### src/rtl/appr_mac_array.sv
// N-lane signed multiply-accumulate array with a per-frame mask that zeroes
// selected product LSBs. Uses a two-stage pipeline and saturating accumulators.
module appr_mac_array #(
  parameter int N_LANES      = 4,
  parameter int MAC_IN_WIDTH = 9,
  parameter int N_BIT_APPR   = 8,
  parameter int ACC_WIDTH    = 24,
  parameter int LEN_WIDTH    = 8
) (
  input  logic                           clk,
  input  logic                           rst,
  input  logic                           in_valid,
  output logic                           in_ready,
  input  logic [N_LANES*MAC_IN_WIDTH-1:0] a,
  input  logic [N_LANES*MAC_IN_WIDTH-1:0] b,
  input  logic [N_BIT_APPR-1:0]          appr_mask,
  input  logic [LEN_WIDTH-1:0]           acc_len,
  output logic                           out_valid,
  input  logic                           out_ready,
  output logic [N_LANES*ACC_WIDTH-1:0]   res,
  output logic [N_LANES-1:0]             overflow
);

  localparam int PW = 2 * MAC_IN_WIDTH;

  localparam logic [1:0] IDLE   = 2'd0;
  localparam logic [1:0] ACCUM  = 2'd1;
  localparam logic [1:0] DRAIN  = 2'd2;
  localparam logic [1:0] OUTPUT = 2'd3;

  logic [1:0]            state;
  logic [N_BIT_APPR-1:0] mask_q;
  logic [LEN_WIDTH-1:0]  len_q;
  logic [LEN_WIDTH-1:0]  cnt;
  logic [LEN_WIDTH-1:0]  cnt_next;
  logic [LEN_WIDTH-1:0]  eff_len;
  logic                  drain_cnt;
  logic                  p_valid;
  logic                  accept;
  logic                  frame_done;
  logic [PW-1:0]         mask_ext;

  assign in_ready   = (state == IDLE) || (state == ACCUM);
  assign accept     = in_valid && in_ready;
  assign frame_done = (state == OUTPUT) && out_valid && out_ready;
  assign eff_len    = (acc_len == '0) ? LEN_WIDTH'(1) : acc_len;
  assign cnt_next   = cnt + LEN_WIDTH'(1);

  always_ff @(posedge clk) begin
    if (rst) begin
      state     <= IDLE;
      mask_q    <= '0;
      len_q     <= LEN_WIDTH'(1);
      cnt       <= '0;
      drain_cnt <= 1'b0;
      out_valid <= 1'b0;
    end else begin
      case (state)
        IDLE: begin
          if (accept) begin
            mask_q    <= appr_mask;
            len_q     <= eff_len;
            cnt       <= LEN_WIDTH'(1);
            drain_cnt <= 1'b0;
            state     <= (eff_len == LEN_WIDTH'(1)) ? DRAIN : ACCUM;
          end
        end
        ACCUM: begin
          if (accept) begin
            cnt       <= cnt_next;
            drain_cnt <= 1'b0;
            if (cnt_next == len_q) state <= DRAIN;
          end
        end
        // Two cycles let the last product clear both pipeline stages.
        DRAIN: begin
          if (drain_cnt) begin
            drain_cnt <= 1'b0;
            state     <= OUTPUT;
          end else begin
            drain_cnt <= 1'b1;
          end
        end
        OUTPUT: begin
          if (!out_valid) begin
            out_valid <= 1'b1;
          end else if (out_ready) begin
            out_valid <= 1'b0;
            state     <= IDLE;
          end
        end
        default: state <= IDLE;
      endcase
    end
  end

  always_ff @(posedge clk) begin
    if (rst) p_valid <= 1'b0;
    else     p_valid <= accept;
  end

  always_comb begin
    mask_ext = '1;
    mask_ext[N_BIT_APPR-1:0] = mask_q;
  end

  for (genvar k = 0; k < N_LANES; k++) begin : g_lane
    logic [PW-1:0]                prod;
    logic [PW-1:0]                a_ext;
    logic [PW-1:0]                b_ext;
    logic [PW-1:0]                masked;
    logic signed [ACC_WIDTH:0]    addend;
    logic signed [ACC_WIDTH:0]    sum;
    logic signed [ACC_WIDTH-1:0]  acc_r;
    logic                         ovf_r;
    logic                         sat;

    // The low PW bits of the product of the sign-extended operands equal the signed product.
    assign a_ext = {{MAC_IN_WIDTH{a[k*MAC_IN_WIDTH+MAC_IN_WIDTH-1]}}, a[k*MAC_IN_WIDTH +: MAC_IN_WIDTH]};
    assign b_ext = {{MAC_IN_WIDTH{b[k*MAC_IN_WIDTH+MAC_IN_WIDTH-1]}}, b[k*MAC_IN_WIDTH +: MAC_IN_WIDTH]};

    always_ff @(posedge clk) begin
      if (rst)         prod <= '0;
      else if (accept) prod <= a_ext * b_ext;
    end

    always_comb begin
      masked = prod & mask_ext;
      addend = (ACC_WIDTH+1)'($signed(masked));
      sum    = (ACC_WIDTH+1)'(acc_r) + addend;
      sat    = sum[ACC_WIDTH] != sum[ACC_WIDTH-1];
    end

    // Keep one guard bit and clamp toward the sign of the true sum.
    always_ff @(posedge clk) begin
      if (rst || frame_done) begin
        acc_r <= '0;
        ovf_r <= 1'b0;
      end else if (p_valid) begin
        if (sat) begin
          acc_r <= sum[ACC_WIDTH] ? {1'b1, {(ACC_WIDTH-1){1'b0}}}
                                  : {1'b0, {(ACC_WIDTH-1){1'b1}}};
          ovf_r <= 1'b1;
        end else begin
          acc_r <= sum[ACC_WIDTH-1:0];
        end
      end
    end

    assign res[k*ACC_WIDTH +: ACC_WIDTH] = acc_r;
    assign overflow[k] = ovf_r;
  end

endmodule
### config.mk
export PLATFORM = sky130hd
export DESIGN_NAME = appr_mac_array
export DESIGN_NICKNAME = d
export VERILOG_FILES = /design/src/rtl/appr_mac_array.sv
export SDC_FILE = /design/constraint.sdc
export NUM_CORES = 1
export LEC_CHECK = 0
export ABC_AREA = 1
export BUFFER_PORTS_ARGS = -buffer_cell sky130_fd_sc_hd__buf_2
export CORE_MARGIN = 5
export CORE_UTILIZATION = 51
export CTS_BUF_LIST = sky130_fd_sc_hd__clkbuf_4
export DETAILED_ROUTE_END_ITERATION = 16
export PLACE_DENSITY = 0.81
export SYNTH_ARGS = -nofsm -noshare
export SYNTH_HDL_FRONTEND = slang
export SYNTH_SLANG_ARGS = --single-unit
### constraint.sdc
create_clock -name clk -period 4.1 [get_ports clk]
set_input_delay 0.205 -clock clk [delete_from_list [all_inputs] [get_ports clk]]
set_output_delay 0.205 -clock clk [all_outputs]
set_load 0.005 [all_outputs]
== Word-level counts from Yosys, hierarchy flattened ==
Cells that the tools add are included.

* Register bits: 201
* Latch bits: 0
* Bits in writable memories: 0
* Bits in read-only memories: 0
* Input port bits: 92
* Output and inout port bits: 102
* Logic and storage cells: 91
* Memories: 0

* Add/subtract/negate cells: 5
* $mul: 4
* Div/mod/pow operators: 0
* $lt $le $gt $ge: 0
* Equality and inequality tests: 16
* Shift-type cells: 0
* Muxes and demuxes: 25
* Bitwise logic cells: 4
* Reduce and logical (&&, ||, !) cells: 18

{| class="wikitable"
|+ Operator list
! cell !! number
|-
| $mux 24 || 8
|-
| $add 24x18->25 || 4
|-
| $and 18x18->18 || 4
|-
| $mul 9x9->18 || 4
|-
| $mux 8 || 3
|-
| $pmux 8 s2 || 1
|-
| $mux 2 || 7
|-
| $reduce_and 2->1 || 6
|-
| $ne 2x2->1 const B || 5
|-
| $add 8x1->8 const B || 1
|-
| $eq 8x1->1 const B || 1
|-
| $eq 8x8->1 || 1
|-
| $logic_not 8->1 || 1
|-
| $pmux 2 s4 || 1
|-
| $reduce_and 6->1 || 1
|-
| $eq 2x2->1 const B || 2
|-
| $mux 1 || 4
|-
| $ne 1x1->1 || 4
|-
| $ne 2x1->1 const B || 2
|-
| $reduce_bool 2->1 || 2
|-
| $logic_and 1x1->1 || 3
|-
| $reduce_and 3->1 || 1
|-
| $eq 2x1->1 const B || 1
|-
| $logic_not 2->1 || 1
|-
| 3 further kinds || 4
|}

== Longest topological paths before layout ==
* Depth after elaboration: 6
* Gate-level depth with buffers: 23
* Depth with buffers taken out: 22

== Least setup slack after synthesis ==
Ideal clock, no wire load.

* Path kind: input -> register
* Start point: in b[18]
* End point: reg g_lane[2].prod[15]
* Setup time: 58 ps
* Data arrival time: 4,366 ps
* Required time: 4,042 ps
* Setup slack: -325 ps
* Cell stages on the path: 17
* Buffers on the path: 1
* Cells stage by stage: clkbuf_1 > nand2_1 > fa_1 > fa_1 > inv_1 > fa_1 > fa_1 > ha_1 > ha_1 > a21oi_1 > o21ai_0 > a21oi_1 > o21bai_1 > or2_2 > nand3_1 > o211ai_1 > inv_1

* Word-level cells in the longest chain between the ends: 1

{| class="wikitable"
|+ RTL lines
! element !! RTL line !! RTL
|-
| start: declaration || 15 || <nowiki>input logic [N_LANES*MAC_IN_WIDTH-1:0] b,</nowiki>
|-
| $mul 9x9->18 || 124 || <nowiki>else if (accept) prod <= a_ext * b_ext;</nowiki>
|-
| end signal: assignment || 124 ||
|-
| end: declaration || 108 || <nowiki>logic [PW-1:0] prod;</nowiki>
|}

Every way passes these cells.
A chain may end at the register's enable or synchronous reset.

== Final worst setup path ==
* Start point: in a[18]
* End point: reg g_lane[2].prod[15]

* Word-level cells in the longest chain between the ends: 1

{| class="wikitable"
|+ RTL lines
! element !! RTL line !! RTL
|-
| start: declaration || 14 || <nowiki>input logic [N_LANES*MAC_IN_WIDTH-1:0] a,</nowiki>
|-
| $mul 9x9->18 || 124 ||
|}

Every way passes these cells.

==> flow_metrics.py <==
metrics = {
    "route": {
        "viasPerCell": 5.18,
        "ant_nets": 0,
        "first_iter_violations": 1636,
        "dr.pass1.iters": 5,
        "wl_per_cell_um": 14.9,
        "totalWireLength_um": 71800,
        "drc_errors": 0,
        "num_vias": 24948,
    },
    "clocking": {
        "cts_buffers": 55,
        "tritoncts": "yes",
        "clkTransAtPathRegs_ns": 0.07,
        "clk_latency_ns": 0.76,
        "cts_sinks": 201,
        "clk_path_buf_depth": 3,
        "ctsRootBufferMaster": "clkbuf_4",
        "htreeDepth": 2,
    },
    "setup_path": {
        "crit_fanout": 8,
        "cp-end-kind": "flip-flop",
        "worstPathRequired_ns": 4.75,
        "startpoint_type": "input port",
        "path_class": "input port to flip-flop",
        "arrival_ns": 4.58,
    },
    "yosys": {
        "syn_area_per_cell_um2": 7.05,
        "syn_area_um2": 26500,
        "synth_top_area_cell": "fa_1",
        "synth_nets": 4391,
        "ys.flop_type": "dfxtp_1",
        "synth_commonest_cells": "nand2_1, inv_1, fa_1, nor2_1, ha_1",
        "yosysTopAreaCellShare": 0.214,
        "async_flop_share": 0,
        "ys_warn_count": 0,
        "synth-seq-cells": 201,
        "netlist_instances": 3762,
        "synth-edff-count": 0,
        "synth_most_common_cell": "nand2_1",
        "synth_cell_types": 38,
        "seq_area_frac_synth": 0.152,
        "synthTopCellsByArea": "fa_1, dfxtp_1, nand2_1, ha_1, inv_1",
    },
    "placement": {
        "port_buffers": 193,
        "dp_hpwl_um": 57400,
        "place_ws_ns": -0.363,
        "gp_congestion": 0.957,
        "postPlaceCellArea_um2": 29400,
    },
    "floorplan": {
        "num_rows": 83,
        "die_w_um": 238,
        "die_h_um": 238,
        "core_area_um2": 51400,
        "initial_core_util": 0.516,
        "dieArea_um2": 56600,
        "ioPinCount": 194,
    },
    "finish": {
        "drive_gt1_frac": 0.156,
        "nets": 4728,
        "synthToLayoutAreaGrowth_pct": 15.1,
        "utilization": 0.594,
        "num-fill-cells": 4680,
        "final_area_um2": 30500,
    },
    "power_and_ir_drop": {
        "p_total_mw": 20.7,
        "p_leak_nw": 17.1,
        "peakVddDrop_uv": 546,
        "power_density_nw_per_um2": 679,
    },
    "sta": {
        "fin_setup_tns_ns": 0,
        "fmax_mhz": 254,
        "grt_setup_unrepaired": "no",
        "drv_slew": 0,
        "finalHoldViolations": 0,
        "tightest_slew_ns": 1.16,
        "finalCritPeriodShare": 0.959,
        "layout_setup_ws_ns": 0.168,
        "min_period_ns": 3.93,
        "fin_skew_ns": 0.0771,
        "slew_headroom": 0.225,
        "setup_viol": 0,
    },
    "global_route": {
        "grt-ovfl-total": 0,
        "grt_pass1_vias": 24492,
        "antenna_found_initial": 3,
        "grt_pass1_wl_um": 118000,
        "grt_util_all_layers": 0.249,
        "grt_max_degree": 83,
    },
    "outcome": {
        "status": "finished, final reports clean",
    },
    "job": {
        "maxCapViolations": 0,
    },
    "min_path": {
        "min_path_type": "input port to flip-flop",
    },
}
-- final timing paths --
check | to | cells after the start | from | slack, ns
worst max-delay path | g_lane[2].prod[15] | 22 | a[18] | 0.17
worst min-delay path | g_lane[0].ovf_r | 5 | rst | 0.10
worst max register to register | g_lane[1].acc_r[13] | 16 | mask_q[0] | 0.83
worst min register to register | g_lane[2].ovf_r | 2 | g_lane[2].ovf_r | 0.45
-- registers in the layout, summed over array words and instances (netlist names) --
| register | cells |
|---|---|
| g_lane.prod | 72 |
| g_lane.ovf_r | 4 |
| p_valid | 1 |
| g_lane.acc_r | 96 |
| mask_q | 8 |
| out_valid | 1 |
| cnt | 8 |
| drain_cnt | 1 |
| state | 2 |
| len_q | 8 |
-- layout make-up --
type | instances | area [µm²] | share of cell area
Antenna cell | 3 | 7.51 | 0.000246
Clock buffer | 84 | 631 | 0.0207
Clock inverter | 10 | 40.0 | 0.00131
Inverter | 696 | 2610 | 0.0857
Multi-Input combinational cell | 2725 | 19600 | 0.642
Sequential cell | 201 | 4030 | 0.132
Tap cell | 680 | 851 | 0.0279
Timing Repair Buffer | 420 | 2750 | 0.0902
-- power by group --
group	internal (mW)	switching, mW
clock	0.922	0.917
combinational	6.92	8.91
sequential	2.50	0.547
total	10.4	10.4
-- metal layers --
metal | routed length [µm] | GRT usage
met5 | 0 | 0
met3 | 5260 | 0.0454
met4 | 1790 | 0.0619
met1 | 31000 | 0.330
met2 | 33800 | 0.424
-- metrics by stage --
step           cells  hold slack [ns]
2_1_floorplan   3762            0.370
3_3_place_gp    4696            0.437
3_5_place_dp    4696            0.442
4_1_cts         4817           0.0129
5_1_grt         4818           0.0403
6_report        4819            0.104
-- what timing repair did --
action                                  in CTS  in global routing
endpoints found under the setup margin       0                 28
endpoints found under the hold margin       31                  0
hold buffers                                27                  0
setup buffers                                0                  2
resized for setup                            0                 54
-- layout by cell type, fill, tap and decap left out, types with 23 or more instances in the layout --
master,n
dfxtp_1,200
xor2_1,74
inv_1,688
buf_2,190
clkbuf_4,84
fa_1,276
buf_4,203
o21ai_0,179
nand2_2,29
xnor2_1,47
nor3_1,23
nor2_1,250
nand3_1,155
o21bai_1,35
nand2_1,989
nand4_1,36
ha_1,242
a21oi_2,62
a21oi_1,199
dlygate4sd3_1,24
-- worst max-delay path, cell delays in order --
cell           delay [ns]
buf_2                0.11
dlygate4sd3_1        0.55
buf_4                0.17
nand2_1              0.07
inv_1                0.04
ha_1                 0.21
fa_1                 0.44
ha_1                 0.29
inv_1                0.05
fa_1                 0.47
inv_1                0.05
ha_1                 0.27
ha_1                 0.22
fa_1                 0.44
nand3_1              0.12
nand3_2              0.10
a21oi_2              0.17
o21bai_1             0.09
or2_2                0.28
nand3_1              0.07
o211ai_1             0.09
inv_1                0.08
-- cell families (layout without fill, tap and decap cells) --
| logic type | count (synthesis) | in the layout | synth area share |
|---|---|---|---|
| xor gates and xnor gates | 121 | 121 | 0.0400 |
| other | 0 | 3 | 0 |
| DFF | 201 | 201 | 0.152 |
| and+or+nand+nor | 1537 | 1537 | 0.237 |
| buffers and inverters | 836 | 1210 | 0.123 |
| adders and majority gates | 537 | 537 | 0.334 |
| AOI/OAI and AO/OA | 530 | 530 | 0.115 |
(Power assumes the default switching activity.)
